File: src/rtl/mem_access_unit.sv
// Memory-side load/store unit: places store data on byte lanes, formats load data
// (extension, lwl/lwr merge), and reports misalignment or bus timeout to the pipeline.
module mem_access_unit #(
    parameter int TIMEOUT = 256
) (
    input  logic        clk,
    input  logic        resetn,
    input  logic        in_valid,
    output logic        in_ready,
    input  logic [31:0] in_addr,
    input  logic [31:0] in_rt,
    input  logic [4:0]  in_st_pick,
    input  logic [6:0]  in_ld_pick,
    output logic        mem_req_valid,
    input  logic        mem_req_ready,
    output logic        mem_wr,
    output logic [31:0] mem_addr,
    output logic [3:0]  mem_wstrb,
    output logic [31:0] mem_wdata,
    input  logic        mem_rsp_valid,
    input  logic [31:0] mem_rdata,
    output logic        out_valid,
    input  logic        out_ready,
    output logic [31:0] out_data,
    output logic        addr_err,
    output logic        bus_err
);
    localparam int CW = $clog2(TIMEOUT + 1);

    localparam logic [1:0] S_IDLE = 2'd0;
    localparam logic [1:0] S_REQ  = 2'd1;
    localparam logic [1:0] S_WAIT = 2'd2;
    localparam logic [1:0] S_DONE = 2'd3;

    logic [1:0]    state_q, state_d;
    logic [31:0]   addr_q, addr_d;
    logic [31:0]   rt_q, rt_d;
    logic [4:0]    st_q, st_d;
    logic [6:0]    ld_q, ld_d;
    logic [CW-1:0] cnt_q, cnt_d;
    logic [31:0]   data_q, data_d;
    logic          aerr_q, aerr_d;
    logic          berr_q, berr_d;
    logic          is_store;
    logic          in_req;

    function automatic logic onehot12(input logic [11:0] v);
        return (v != 12'd0) && ((v & (v - 12'd1)) == 12'd0);
    endfunction

    function automatic logic misaligned(input logic [4:0] st, input logic [6:0] ld,
                                        input logic [1:0] a);
        return ((st[1] | ld[2] | ld[3]) & a[0]) | ((st[0] | ld[6]) & (a != 2'b00));
    endfunction

    function automatic logic [3:0] store_strb(input logic [4:0] st, input logic [1:0] a);
        logic [3:0] s;
        s = 4'b0000;
        if (st[0])      s = 4'b1111;
        else if (st[1]) s = a[1] ? 4'b1100 : 4'b0011;
        else if (st[2]) s = 4'b0001 << a;
        else if (st[3]) s = 4'b1111 >> (~a);
        else if (st[4]) s = 4'b1111 << a;
        return s;
    endfunction

    function automatic logic [31:0] store_data(input logic [4:0] st, input logic [1:0] a,
                                               input logic [31:0] rt);
        logic [31:0] d;
        d = 32'd0;
        if (st[0])      d = rt;
        else if (st[1]) d = {2{rt[15:0]}};
        else if (st[2]) d = {4{rt[7:0]}};
        else if (st[3]) d = rt >> {~a, 3'b000};
        else if (st[4]) d = rt << {a, 3'b000};
        return d;
    endfunction

    // lwl/lwr keep the rt bytes that the unaligned memory word does not cover
    function automatic logic [31:0] load_fmt(input logic [6:0] ld, input logic [1:0] a,
                                             input logic [31:0] m, input logic [31:0] rt);
        logic [4:0]  sh;
        logic [7:0]  b;
        logic [15:0] h;
        logic [31:0] r;
        sh = {a, 3'b000};
        b  = 8'(m >> sh);
        h  = a[1] ? m[31:16] : m[15:0];
        r  = m;
        if (ld[0])      r = {{24{b[7]}}, b};
        else if (ld[1]) r = {24'd0, b};
        else if (ld[2]) r = {{16{h[15]}}, h};
        else if (ld[3]) r = {16'd0, h};
        else if (ld[4]) r = (m << {~a, 3'b000}) | (rt & (32'h00FF_FFFF >> sh));
        else if (ld[5]) r = (m >> sh) | (rt & ~(32'hFFFF_FFFF >> sh));
        return r;
    endfunction

    assign is_store = |st_q;
    assign in_req   = (state_q == S_REQ);

    always_comb begin
        state_d = state_q;
        addr_d  = addr_q;
        rt_d    = rt_q;
        st_d    = st_q;
        ld_d    = ld_q;
        cnt_d   = cnt_q;
        data_d  = data_q;
        aerr_d  = aerr_q;
        berr_d  = berr_q;
        case (state_q)
            S_IDLE: begin
                if (in_valid) begin
                    addr_d = in_addr;
                    rt_d   = in_rt;
                    st_d   = in_st_pick;
                    ld_d   = in_ld_pick;
                    if (!onehot12({in_st_pick, in_ld_pick}) ||
                        misaligned(in_st_pick, in_ld_pick, in_addr[1:0])) begin
                        aerr_d  = 1'b1;
                        state_d = S_DONE;
                    end else begin
                        state_d = S_REQ;
                    end
                end
            end
            S_REQ: begin
                if (mem_req_ready) begin
                    state_d = is_store ? S_DONE : S_WAIT;
                    cnt_d   = '0;
                end
            end
            S_WAIT: begin
                if (mem_rsp_valid) begin
                    data_d  = load_fmt(ld_q, addr_q[1:0], mem_rdata, rt_q);
                    state_d = S_DONE;
                end else if (cnt_q == CW'(TIMEOUT - 1)) begin
                    berr_d  = 1'b1;
                    state_d = S_DONE;
                end else begin
                    cnt_d = cnt_q + CW'(1);
                end
            end
            S_DONE: begin
                if (out_ready) begin
                    data_d  = 32'd0;
                    aerr_d  = 1'b0;
                    berr_d  = 1'b0;
                    state_d = S_IDLE;
                end
            end
            default: state_d = S_IDLE;
        endcase
    end

    always_ff @(posedge clk or negedge resetn) begin
        if (!resetn) begin
            state_q <= S_IDLE;
            addr_q  <= 32'd0;
            rt_q    <= 32'd0;
            st_q    <= 5'd0;
            ld_q    <= 7'd0;
            cnt_q   <= '0;
            data_q  <= 32'd0;
            aerr_q  <= 1'b0;
            berr_q  <= 1'b0;
        end else begin
            state_q <= state_d;
            addr_q  <= addr_d;
            rt_q    <= rt_d;
            st_q    <= st_d;
            ld_q    <= ld_d;
            cnt_q   <= cnt_d;
            data_q  <= data_d;
            aerr_q  <= aerr_d;
            berr_q  <= berr_d;
        end
    end

    assign in_ready      = (state_q == S_IDLE);
    assign mem_req_valid = in_req;
    assign mem_wr        = in_req & is_store;
    assign mem_addr      = in_req ? {addr_q[31:2], 2'b00} : 32'd0;
    assign mem_wstrb     = (in_req & is_store) ? store_strb(st_q, addr_q[1:0]) : 4'b0000;
    assign mem_wdata     = (in_req & is_store) ? store_data(st_q, addr_q[1:0], rt_q) : 32'd0;
    assign out_valid     = (state_q == S_DONE);
    assign out_data      = data_q;
    assign addr_err      = aerr_q;
    assign bus_err       = berr_q;

endmodule

File: config.mk
export PLATFORM = sky130hd
export DESIGN_NAME = mem_access_unit
export DESIGN_NICKNAME = d
export VERILOG_FILES = /design/src/rtl/mem_access_unit.sv
export SDC_FILE = /design/constraint.sdc
export NUM_CORES = 1
export LEC_CHECK = 0
export CAP_MARGIN = 40
export CELL_PAD_IN_SITES_DETAIL_PLACEMENT = 2
export CELL_PAD_IN_SITES_GLOBAL_PLACEMENT = 2
export CORE_MARGIN = 1.5
export CORE_UTILIZATION = 34
export DETAILED_ROUTE_END_ITERATION = 8
export DONT_BUFFER_PORTS = 1
export PLACE_DENSITY = 0.71
export SYNTH_ARGS = -nofsm -noshare
export SYNTH_HDL_FRONTEND = slang
export SYNTH_SLANG_ARGS = --single-unit
export TNS_END_PERCENT = 20
File: constraint.sdc
create_clock -name clk -period 5.3 [get_ports clk]
set_input_delay 1.06 -clock clk [delete_from_list [all_inputs] [get_ports clk]]
set_output_delay 1.06 -clock clk [all_outputs]
set_load 0.05 [all_outputs]
Word level (Yosys, flattened, before mapping)
Cells that the tools add are included.

Add/sub/neg operators: 2. Eq/ne operators: 13. Shift-type cells: 9. Muxes and demuxes: 43. Bitwise logic cells: 14. Reduce and logical (&&, ||, !) cells: 17.

Operators with widths (count): 2-to-1 mux 32 bit (15); AND 32 bit (2); bitwise OR 32 bit (2); one-hot mux 32 bit (2 select lines) (1); left shift 32 x 5 -> 32 bit (2); right shift 32 x 5 -> 32 bit (2); NOT 32 bit (1); right shift 24 x 5 -> 32 bit (first input constant) (1); right shift 32 x 5 -> 32 bit (first input constant) (1); 2-to-1 mux 4 bit (7); 2-to-1 mux 9 bit (3); one-hot mux 9 bit (2 select lines) (1); 2-to-1 mux 16 bit (1); AND reduction 4 bit (4); AND 12 bit (1); logical NOT 12 bit (1); 2-to-1 mux 2 bit (6); inequality test 2 bit (second input constant) (6); nonzero test 12 bit (1); subtractor 12 x 1 -> 12 bit (second input constant) (1); adder 9 x 1 -> 9 bit (second input constant) (1); == test 9 x 8 -> 1 bit (second input constant) (1); one-hot mux 2 bit (4 select lines) (1); nonzero test 2 bit (4); 19 further kinds (32).

Register bits after elaboration: 120. Input port bits: 114. Output and inout port bits: 106. Word-level logic and storage cells: 107.

Depth between registers and ports, before layout
Gate-level depths: netlist of the first run.

Word-level depth: 12. Gate-level depth with buffers: 10. Depth with buffers taken out: 9.

Worst setup path after synthesis of the first run
OpenSTA, ideal clock, no wires.

Kind: register to output. From: register state_q[1]. To: output mem_wdata[31]. Data arrival time: 2.564 ns. Required time: 4.240 ns. Setup slack: 1.676 ns. Cell stages (with the launch flop): 6. Buffers on the path: 1. Cells stage by stage: dfrtp_1 -> inv_1 -> ha_1 -> o41ai_2 -> buf_2 -> nor3_1.

Cells in the longest elaborated chain, start to end: 3.

Ends and longest elaborated chain: from (decl) (RTL line 35) `logic [1:0] state_q, state_d;`; from (signal assigned) (RTL line 169) `state_q <= state_d;`; == test 2 x 1 -> 1 bit (RTL line 100) `assign in_req = (state_q == S_REQ);`; named net mem_req_valid (RTL line 14) `output logic mem_req_valid,`; AND 1 bit (RTL line 186) `assign mem_wdata = (in_req & is_store) ? store_data(st_q, addr_q[1:0], rt_q) : 32'd0;`; 2-to-1 mux 32 bit (RTL line 186); to (decl) (RTL line 19) `output logic [31:0] mem_wdata,`.

The timed path passes the listed nets, and every way through them passes these cells.

Final worst setup path of the first run
From: register st_q[1]. To: output mem_wdata[30].

Cells in the longest elaborated chain, start to end: 3. Elaborated cells between the ends (all ways): 5. Classes of those cells: 3 x mux; 1 x bitwise; 1 x reduce/logical.

Ends and longest elaborated chain: from (decl) (RTL line 38) `logic [4:0] st_q, st_d;`; from (signal assigned) (RTL line 172) `st_q <= st_d;`; OR reduction 5 bit (RTL line 99) `assign is_store = |st_q;`; AND 1 bit; named net mem_wr (RTL line 16) `output logic mem_wr,`; 2-to-1 mux 32 bit (RTL line 186).

The timed path passes the listed nets, and every way through them passes these cells.

==> results.sh, run 1 <==
export IMPL_cell_internal_pwr_mw=3.609
export IMPL_coreArea_um2=25250
export IMPL_wl_per_cell_um=27.48
export IMPL_seqCellArea_um2=3012
export IMPL_post_place_ws_ps=1267
export IMPL_synth_area_leader_cell="dfrtp_1"
export IMPL_cts_resized=0
export IMPL_drt_iter0_drc=507
export IMPL_gp_congestion=0.9069
export IMPL_synth_edff_count=0
export IMPL_fin_crit_sh_pct=85.13
export IMPL_power_switching_mw=4.742
export IMPL_synthCells=962
export IMPL_yosys_warnings=0
export IMPL_status="complete, no violations"
export IMPL_synth_cell_types=65
export IMPL_hold_viol=0
export IMPL_grt_first_pass_wirelength_um=53330
export IMPL_fin_ws_ps=788.4
export IMPL_drv_slew=0
export IMPL_worst_setup_path_start_kind="flop"
export IMPL_ys_ff_latch=120
export IMPL_clkSlewWorstSetupHoldPaths_ps=80
export IMPL_required_ps=4240
export IMPL_worst_slew_pin_slew_ps=997.8
export IMPL_critPathMaxFanout=29
export IMPL_n_fill_cell=2804
export IMPL_irDropWorstVdd_uv=312.2
export IMPL_vias=8033
export IMPL_drcViolationCount=0
export IMPL_timing_fmax_mhz=221.7
export IMPL_floorplan_initialDensity_pct=34.69
export IMPL_holdCritPathClass="in -> async"
export IMPL_die_w_um=163.5
export IMPL_power_density_nw_per_um2=855.4
export IMPL_area_growth_pct=11.46
export IMPL_antenna_left=0
export IMPL_ctsHoldBuffers=0
export IMPL_p_leak_nw=4.040
export IMPL_rsz0062_at_grt="no"
export IMPL_drv_cap=0
export IMPL_synth_ff_type="dfrtp_1"
export IMPL_ys_seq_area_share_pct=34.28
export IMPL_max_slew_margin_rel_pct=33.48
export IMPL_cts_buffer_depth=2
export IMPL_placement_io_buffers=0
export IMPL_clock_root_buffer="clkbuf_16"
export IMPL_post_dp_hpwl_um=25650
export IMPL_fin_nets=1065
export IMPL_synth_top_cell_area_share_pct=34.28
export IMPL_syn_area_per_cell_um2=9.106
export IMPL_grt_max_degree=121
export IMPL_io_pins=220
export IMPL_avgViaCountPerCell=6.232
export IMPL_dr_pass1_iters=5
export IMPL_htreeDepth=4
export IMPL_crit_type="reg -> out"
export IMPL_drive_above_1_share_pct=21.92
export IMPL_postCtsSetupRepairBufs=0
export IMPL_r2r_setup_slack_ps=2210
export IMPL_period_minus_slack_ps=4512
export IMPL_die_area_um2=26740
export IMPL_die_h_um=163.5
export IMPL_cts_tree="done"
export IMPL_cp_arrival_ps=3450
export IMPL_grt_pass1_vias=8531
export IMPL_syn_area_um2=8760
export IMPL_setup_viol=0
export IMPL_reg2reg_depth=8
export IMPL_clock_latency_ps=430
export IMPL_antenna_found_initial=5
export IMPL_routed_wl_um=35420
export IMPL_fin_tns_setup_ps=0
export IMPL_synth_area_leaders="dfrtp_1 34%, mux2_2 13%, mux2i_1 5.5%"
export IMPL_power_frac_seq_pct=30.0
export IMPL_grt_total_usage_pct=26.76
export IMPL_cts_num_sinks=120
export IMPL_cts_made_buffers=17
export IMPL_synth_async_reset_ratio_pct=100.0
export IMPL_multiInputGateArea_um2=5313
export IMPL_swShare_pct=56.78
export IMPL_finClkSkew_ps=16.02
export IMPL_overflow=0
export IMPL_clkPwrFrac_pct=14.3
export IMPL_p_comb_share_pct=55.7
export IMPL_num_rows=58
export IMPL_crit_path_end_kind="primary output"
worst max-delay path, stage by stage, from the launching register on:
cell,delay [ps]
dfrtp_1,750
or2_1,630
o41ai_4,810
inv_2,380
o211a_1,440
logic make-up after synthesis:
kind of cell,after synthesis,synth area share [%]
other,1,0.04281
AND/OR/NAND/NOR,260,14.51
flip-flops,120,34.28
adder cells (fa/ha/maj),6,0.8570
buffers and inverters,102,5.385
multiplexers,155,19.57
AO/OA/AOI/OAI,318,25.35
worst paths after layout:
path / from / end
worst min-delay path: resetn / out_data[17]
worst min register to register: cnt_q[7] / cnt_q[7]
worst max register to register: state_q[0] / out_data[16]
min in group clk: cnt_q[7] / cnt_q[7]
max in group asynchronous: resetn / addr_q[0]
worst max-delay path: st_q[1] / mem_wdata[30]
layout make-up:
cell class	count	share of cell area (%)
antenna	1	0.02563
clock buffer	18	4.396
clock inverter	14	1.461
inverter	19	0.7305
multi-input combinational	741	54.42
sequential	120	30.85
tap	330	4.229
timing repair buffer	46	3.896
cells in the mapped netlist (all sizes together) (18+ instances only):
library cell and instances:
buf 31, a221o 26, o31ai 18, clkbuf 52, a22oi 24, dfrtp 120
a21oi 73, nor2 99, o211ai 34, inv 19, o21ai 53, a31oi 18
and2 31, mux2 99, mux2i 56, nand2 66
registers in the layout, indices dropped and copies added, names as in the netlist:
signal and flops:
cnt_q 9, addr_q 32, bus_err 1, out_data 32, addr_err 1, rt_q 32
st_q 5, ld_q 6, state_q 2
metal layers:
| metal | global-route usage (%) | part of all wire (%) | vias up |
|---|---|---|---|
| met5 | 0 | 0.088 | - |
| met4 | 7.273 | 2.0 | 4 |
| met3 | 9.015 | 9.1 | 48 |
| met2 | 45.22 | 48 | 295 |
| met1 | 32.31 | 41 | 4118 |
| li1 | - | - | 3568 |
per-stage QoR:
stage          instances  utilization, %  area [um^2]  total power [mW]  hold slack [ps]
2_1_floorplan        963               -         8763             5.750            449.8
3_3_place_gp        1253           36.16         9131             7.001            466.4
3_5_place_dp        1256           36.39         9189             7.134            484.7
4_1_cts             1288           38.65         9761             8.355            309.6
5_1_grt             1288           38.65         9761             8.807            301.7
6_report            1289           38.66         9763             8.351            320.9
power by group through the flow:
stage               registers [mW]  clock network [mW]  logic [mW]
finish                        2.51                1.19        4.65
global route                  2.57                1.26        4.99
global placement              2.50                   0        4.50
detailed placement            2.51                   0        4.63
CTS                           2.49                1.22        4.65
floorplan                     1.96                   0        3.79
cells in the final DEF, fill, tap and decap left out, types with 24 or more instances in the layout:
cell type / n
nand2_1: 64
mux2i_1: 48
and2_1: 31
mux2_2: 99
dfrtp_1: 117
a22oi_1: 24
o211ai_1: 34
a21oi_1: 71
a221o_1: 26
nor2_1: 95
o21ai_0: 45
buf_4: 43
Power figures use the tool's default switching activity.
==> run 2: changes to the inputs <==
--- a/config.mk
+++ b/config.mk
@@ -10,6 +10,8 @@
 export CELL_PAD_IN_SITES_GLOBAL_PLACEMENT = 2
 export CORE_MARGIN = 1.5
 export CORE_UTILIZATION = 34
+export CTS_BUF_LIST = sky130_fd_sc_hd__clkbuf_4 sky130_fd_sc_hd__clkbuf_8 sky130_fd_sc_hd__clkbuf_16
+export CTS_CLUSTER_SIZE = 40
 export DETAILED_ROUTE_END_ITERATION = 8
 export DONT_BUFFER_PORTS = 1
 export PLACE_DENSITY = 0.71
==> run 2 against run 1 <==
Effect of this change:
- sequential power hardly changed
- die area is the same
- sequential share of layout area hardly changed
- flip-flop and latch count is the same
- count of clock-buffer cells in the layout stayed put
- critical path type unchanged
- critical endpoint unchanged
- largest power group unchanged
==> results.sh, run 2 (synthesis gave the netlist of run 1 again) <==
export IMPL_crit_buf_inv=1
export IMPL_crit_chain="or2_1 -> o41ai_4 -> inv_2 -> o211a_1"
export IMPL_finClkSkew_ps=15.33
export IMPL_antenna_found_initial=5
export IMPL_p_leak_nw=4.043
export IMPL_postCtsSetupRepairBufs=0
export IMPL_die_w_um=163.5
export IMPL_coreArea_um2=25250
export IMPL_max_slew_margin_rel_pct=36.05
export IMPL_r2r_setup_slack_ps=2210
export IMPL_status="complete, no violations"
export IMPL_post_place_ws_ps=1267
export IMPL_area_growth_pct=11.50
export IMPL_antenna_left=0
export IMPL_crit_path_end_kind="primary output"
export IMPL_required_ps=4240
export IMPL_hold_viol=0
export IMPL_startpoint="st_q[1]"
export IMPL_io_pins=220
export IMPL_cts_buffer_depth=2
export IMPL_grt_pass1_vias=8531
export IMPL_power_density_nw_per_um2=855.9
export IMPL_reg2reg_depth=8
export IMPL_post_dp_hpwl_um=25650
export IMPL_avgViaCountPerCell=6.227
export IMPL_clkSlewWorstSetupHoldPaths_ps=80
export IMPL_path_depth=4
export IMPL_holdCritPathClass="in -> async"
export IMPL_drt_iter0_drc=528
export IMPL_cp_endpoint="mem_wdata[30]"
export IMPL_clock_latency_ps=430
export IMPL_setup_viol=0
export IMPL_clock_root_buffer="clkbuf_16"
export IMPL_timing_fmax_mhz=223.1
export IMPL_grt_first_pass_wirelength_um=53330
export IMPL_cts_resized=0
export IMPL_cts_num_sinks=120
export IMPL_placement_io_buffers=0
export IMPL_cts_made_buffers=17
export IMPL_final_util_pct=38.67
export IMPL_fin_nets=1065
export IMPL_final_cell_mix="117 x dfrtp_1, 99 x mux2_2, 95 x nor2_1, 71 x a21oi_1, 64 x nand2_1"
export IMPL_crit_path_top_delay_cell="o41ai_4"
export IMPL_fin_ws_ps=818.2
export IMPL_overflow=0
export IMPL_critPathMaxFanout=29
export IMPL_cts_tree="done"
export IMPL_die_area_um2=26740
export IMPL_vias=8027
export IMPL_period_minus_slack_ps=4482
export IMPL_grt_total_usage_pct=26.76
export IMPL_cp_arrival_ps=3420
export IMPL_drcViolationCount=0
export IMPL_dr_pass1_iters=5
export IMPL_floorplan_initialDensity_pct=34.69
export IMPL_htreeDepth=4
export IMPL_gp_congestion=0.9069
export IMPL_layout_commonest_cell="dfrtp_1"
export IMPL_irDropWorstVdd_uv=312.3
export IMPL_cpLargestDelayFamily="compound AO/OA/AOI/OAI gates"
export IMPL_reg2reg_to="out_data[16]"
export IMPL_drv_slew=0
export IMPL_worst_slew_pin_slew_ps=959.3
export IMPL_grt_max_degree=121
export IMPL_drv_cap=0
export IMPL_routed_wl_um=35430
export IMPL_wl_per_cell_um=27.49
export IMPL_num_rows=58
export IMPL_r2r_start="state_q[0]"
export IMPL_fin_tns_setup_ps=0
export IMPL_crit_type="reg -> out"
export IMPL_holdWs_ps=322.5
export IMPL_rsz0062_at_grt="no"
export IMPL_slowest_delay_ps=810
export IMPL_ctsHoldBuffers=0
export IMPL_die_h_um=163.5
export IMPL_worst_setup_path_start_kind="flop"
export IMPL_fin_crit_sh_pct=84.56
export IMPL_drive_above_1_share_pct=22.03
run 2: changes by cell type in the layout (fill, tap and decap cells not counted):
cell,previous run,this run
clkbuf_4,0,1
clkbuf_1,1,0
run 2: worst min-delay path by stage:
stage,from,endpoint,slack [ps],depth (start not counted)
after floorplan,cnt_q[8],cnt_q[8],450,2
after global placement,cnt_q[8],cnt_q[8],470,2
after detailed placement,cnt_q[8],cnt_q[8],480,2
after CTS,resetn,rt_q[15],310,0
after global routing,resetn,out_data[17],300,0
final,resetn,out_data[17],320,0
run 2: area by class of cell:
class                           instances  area (um^2)
Sequential cell                       120         3012
Fill cell                            2802        15490
Clock inverter                         14        142.6
Inverter                               19        71.32
Multi-Input combinational cell        741         5313
Tap cell                              330        412.9
Timing Repair Buffer                   46        380.4
Antenna cell                            1        2.502
Clock buffer                           18        432.9
run 2: routing by layer:
| metal | vias up | part of all wire [%] | GRT usage, % |
|---|---|---|---|
| met5 | - | 0.087 | 0 |
| met4 | 4 | 2.2 | 7.273 |
| met3 | 48 | 8.7 | 9.015 |
| met2 | 298 | 48 | 45.22 |
| met1 | 4110 | 41 | 32.31 |
| li1 | 3567 | - | - |
run 2: report_power, final:
part	switching (mW)	internal [mW]
clock network	0.533	0.664
logic	3.02	1.64
registers	1.20	1.31
run 2: per-stage QoR:
stage | cells | power, mW | instance area [um^2]
4_1_cts | 1288 | 8.360 | 9764
3_3_place_gp | 1253 | 7.001 | 9131
2_1_floorplan | 963 | 5.750 | 8763
3_5_place_dp | 1256 | 7.134 | 9189
5_1_grt | 1288 | 8.813 | 9764
6_report | 1289 | 8.359 | 9767
==> run 3: changes to the inputs <==
--- a/config.mk
+++ b/config.mk
@@ -14,7 +14,7 @@
 export CTS_CLUSTER_SIZE = 40
 export DETAILED_ROUTE_END_ITERATION = 8
 export DONT_BUFFER_PORTS = 1
-export PLACE_DENSITY = 0.71
+export PLACE_DENSITY = 0.74
 export SYNTH_ARGS = -nofsm -noshare
 export SYNTH_HDL_FRONTEND = slang
 export SYNTH_SLANG_ARGS = --single-unit
==> constraint.sdc (replaced) <==
create_clock -name clk -period 3.8 [get_ports clk]
set_input_delay 0.76 -clock clk [delete_from_list [all_inputs] [get_ports clk]]
set_output_delay 0.76 -clock clk [all_outputs]
set_load 0.05 [all_outputs]
==> run 3 against run 2 <==
Effect of this change:
- clock skew shrank 3.9 ps
- global-route usage is 1.5 points higher
- setup slack lost 560 ps
- non-clock buffer count up 24
- final area grew 3.3%
- utilization rose by 1.3 points
- sequential share of layout area shrank 0.98 points
- critical path depth grew 3
- hold slack worse by 300 ps
- flip-flop and latch count stayed put
- largest cell class unchanged
==> results.sh, run 3 (synthesis gave the netlist of run 1 again) <==
export IMPL_grt_total_usage_pct=28.23
export IMPL_dr_pass1_iters=5
export IMPL_antenna_found_initial=3
export IMPL_cts_num_sinks=120
export IMPL_fin_ws_ps=257.8
export IMPL_finish_instance_area_um2=10090
export IMPL_power_density_nw_per_um2=1207
export IMPL_gp_congestion=0.9847
export IMPL_p_leak_nw=4.225
export IMPL_crit_path_end_kind="primary output"
export IMPL_vias=8220
export IMPL_swShare_pct=54.64
export IMPL_avgViaCountPerCell=6.260
export IMPL_routed_wl_um=37060
export IMPL_cts_buffer_depth=2
export IMPL_io_pins=220
export IMPL_antenna_left=0
export IMPL_crit_type="reg -> out"
export IMPL_cts_tree="done"
export IMPL_power_switching_mw=6.651
export IMPL_rsz0062_at_grt="no"
export IMPL_final_cell_mix="117 x dfrtp_1, 99 x mux2_2, 95 x nor2_1, 71 x a21oi_1, 64 x nand2_1"
export IMPL_grt_first_pass_wirelength_um=56510
export IMPL_hold_viol=0
export IMPL_drv_slew=0
export IMPL_area_growth_pct=15.16
export IMPL_cts_resized=0
export IMPL_timing_fmax_mhz=282.3
export IMPL_clock_root_buffer="clkbuf_16"
export IMPL_coreArea_um2=25250
export IMPL_fin_nets=1089
export IMPL_num_rows=58
export IMPL_grt_pass1_vias=8971
export IMPL_status="complete, no violations"
export IMPL_die_h_um=163.5
export IMPL_setup_viol=0
export IMPL_clock_latency_ps=420
export IMPL_die_w_um=163.5
export IMPL_p_comb_share_pct=57.8
export IMPL_post_dp_hpwl_um=27490
export IMPL_irDropWorstVdd_uv=483.7
export IMPL_drt_iter0_drc=638
export IMPL_required_ps=3040
export IMPL_instances_no_fill=1313
export IMPL_overflow=0
export IMPL_layout_commonest_cell="dfrtp_1"
export IMPL_die_area_um2=26740
export IMPL_power_frac_seq_pct=27.3
export IMPL_critPathMaxFanout=44
export IMPL_ctsHoldBuffers=0
export IMPL_floorplan_initialDensity_pct=34.69
export IMPL_postCtsSetupRepairBufs=0
export IMPL_clkPwrFrac_pct=14.9
export IMPL_fin_crit_sh_pct=93.21
export IMPL_worst_slew_pin_slew_ps=824.2
export IMPL_cts_made_buffers=17
export IMPL_post_place_ws_ps=605.7
export IMPL_drcViolationCount=0
export IMPL_htreeDepth=4
export IMPL_holdCritPathClass="in -> async"
export IMPL_max_slew_margin_rel_pct=45.06
export IMPL_placed_cells_incl_taps=1280
export IMPL_wl_per_cell_um=28.23
export IMPL_finalPower_mw=12.17
export IMPL_clkSlewWorstSetupHoldPaths_ps=60
export IMPL_post_dp_cell_area_um2=9434
export IMPL_drive_above_1_share_pct=24.03
export IMPL_drv_cap=0
export IMPL_grt_max_degree=121
export IMPL_fin_tns_setup_ps=0
export IMPL_finClkSkew_ps=11.39
export IMPL_worst_setup_path_start_kind="flop"
export IMPL_cell_internal_pwr_mw=5.521
export IMPL_placement_io_buffers=0
export IMPL_period_minus_slack_ps=3542
export IMPL_cp_arrival_ps=2780
==> run 3: path summary, 6_finish.rpt <==
check,slack (ps),cells past startpoint,start,endpoint
max in group asynchronous,3460,0,resetn,addr_q[0]
max reg2reg,930,7,addr_q[1],out_data[18]
max,260,7,addr_q[1],mem_wdata[11]
min in group clk,480,1,in_addr[17],addr_q[17]
min,30,0,resetn,rt_q[20]
min reg2reg,490,1,cnt_q[7],cnt_q[7]
==> run 3: final cells by class <==
| cell class | count | area [um^2] |
|---|---|---|
| clock inverter | 10 | 166.4 |
| inverter | 19 | 71.32 |
| tap | 330 | 412.9 |
| timing repair buffer | 70 | 625.6 |
| clock buffer | 22 | 481.7 |
| sequential | 120 | 3012 |
| fill | 2804 | 15170 |
| antenna | 1 | 2.502 |
| multi-input combinational | 741 | 5315 |
==> run 3: critical path: stages (launching register included) <==
cell      delay [ps]
dfrtp_4          770
nor2b_2          420
nand2_1           90
o21ai_0          100
a221oi_1         100
or4_1            410
a21oi_1          220
buf_4            230
==> run 3: power groups by stage <==
stage / Combinational (mW) / Clock, mW / Sequential [mW]
floorplan: 5.29 / 0 / 2.73
global placement: 6.79 / 0 / 3.29
detailed placement: 6.94 / 0 / 3.32
CTS: 7.00 / 1.86 / 3.30
global route: 7.52 / 1.91 / 3.40
finish: 7.04 / 1.81 / 3.33
==> run 3: per-stage QoR <==
step | hold WS (ps) | util, %
floorplan | 449.8 | -
global placement | 464.9 | 37.36
detailed placement | 469.1 | 37.36
CTS | 13.51 | 39.92
global route | 7.103 | 39.93
finish | 25.74 | 39.94
==> run 3: routing by layer <==
metal	vias to the layer above	GRT usage [%]	routed length (um)
met2	346	46.53	17470
met4	4	9.421	1046
met1	4204	34.50	15060
met5	-	0	23
met3	62	9.319	3463
li1	3604	-	-
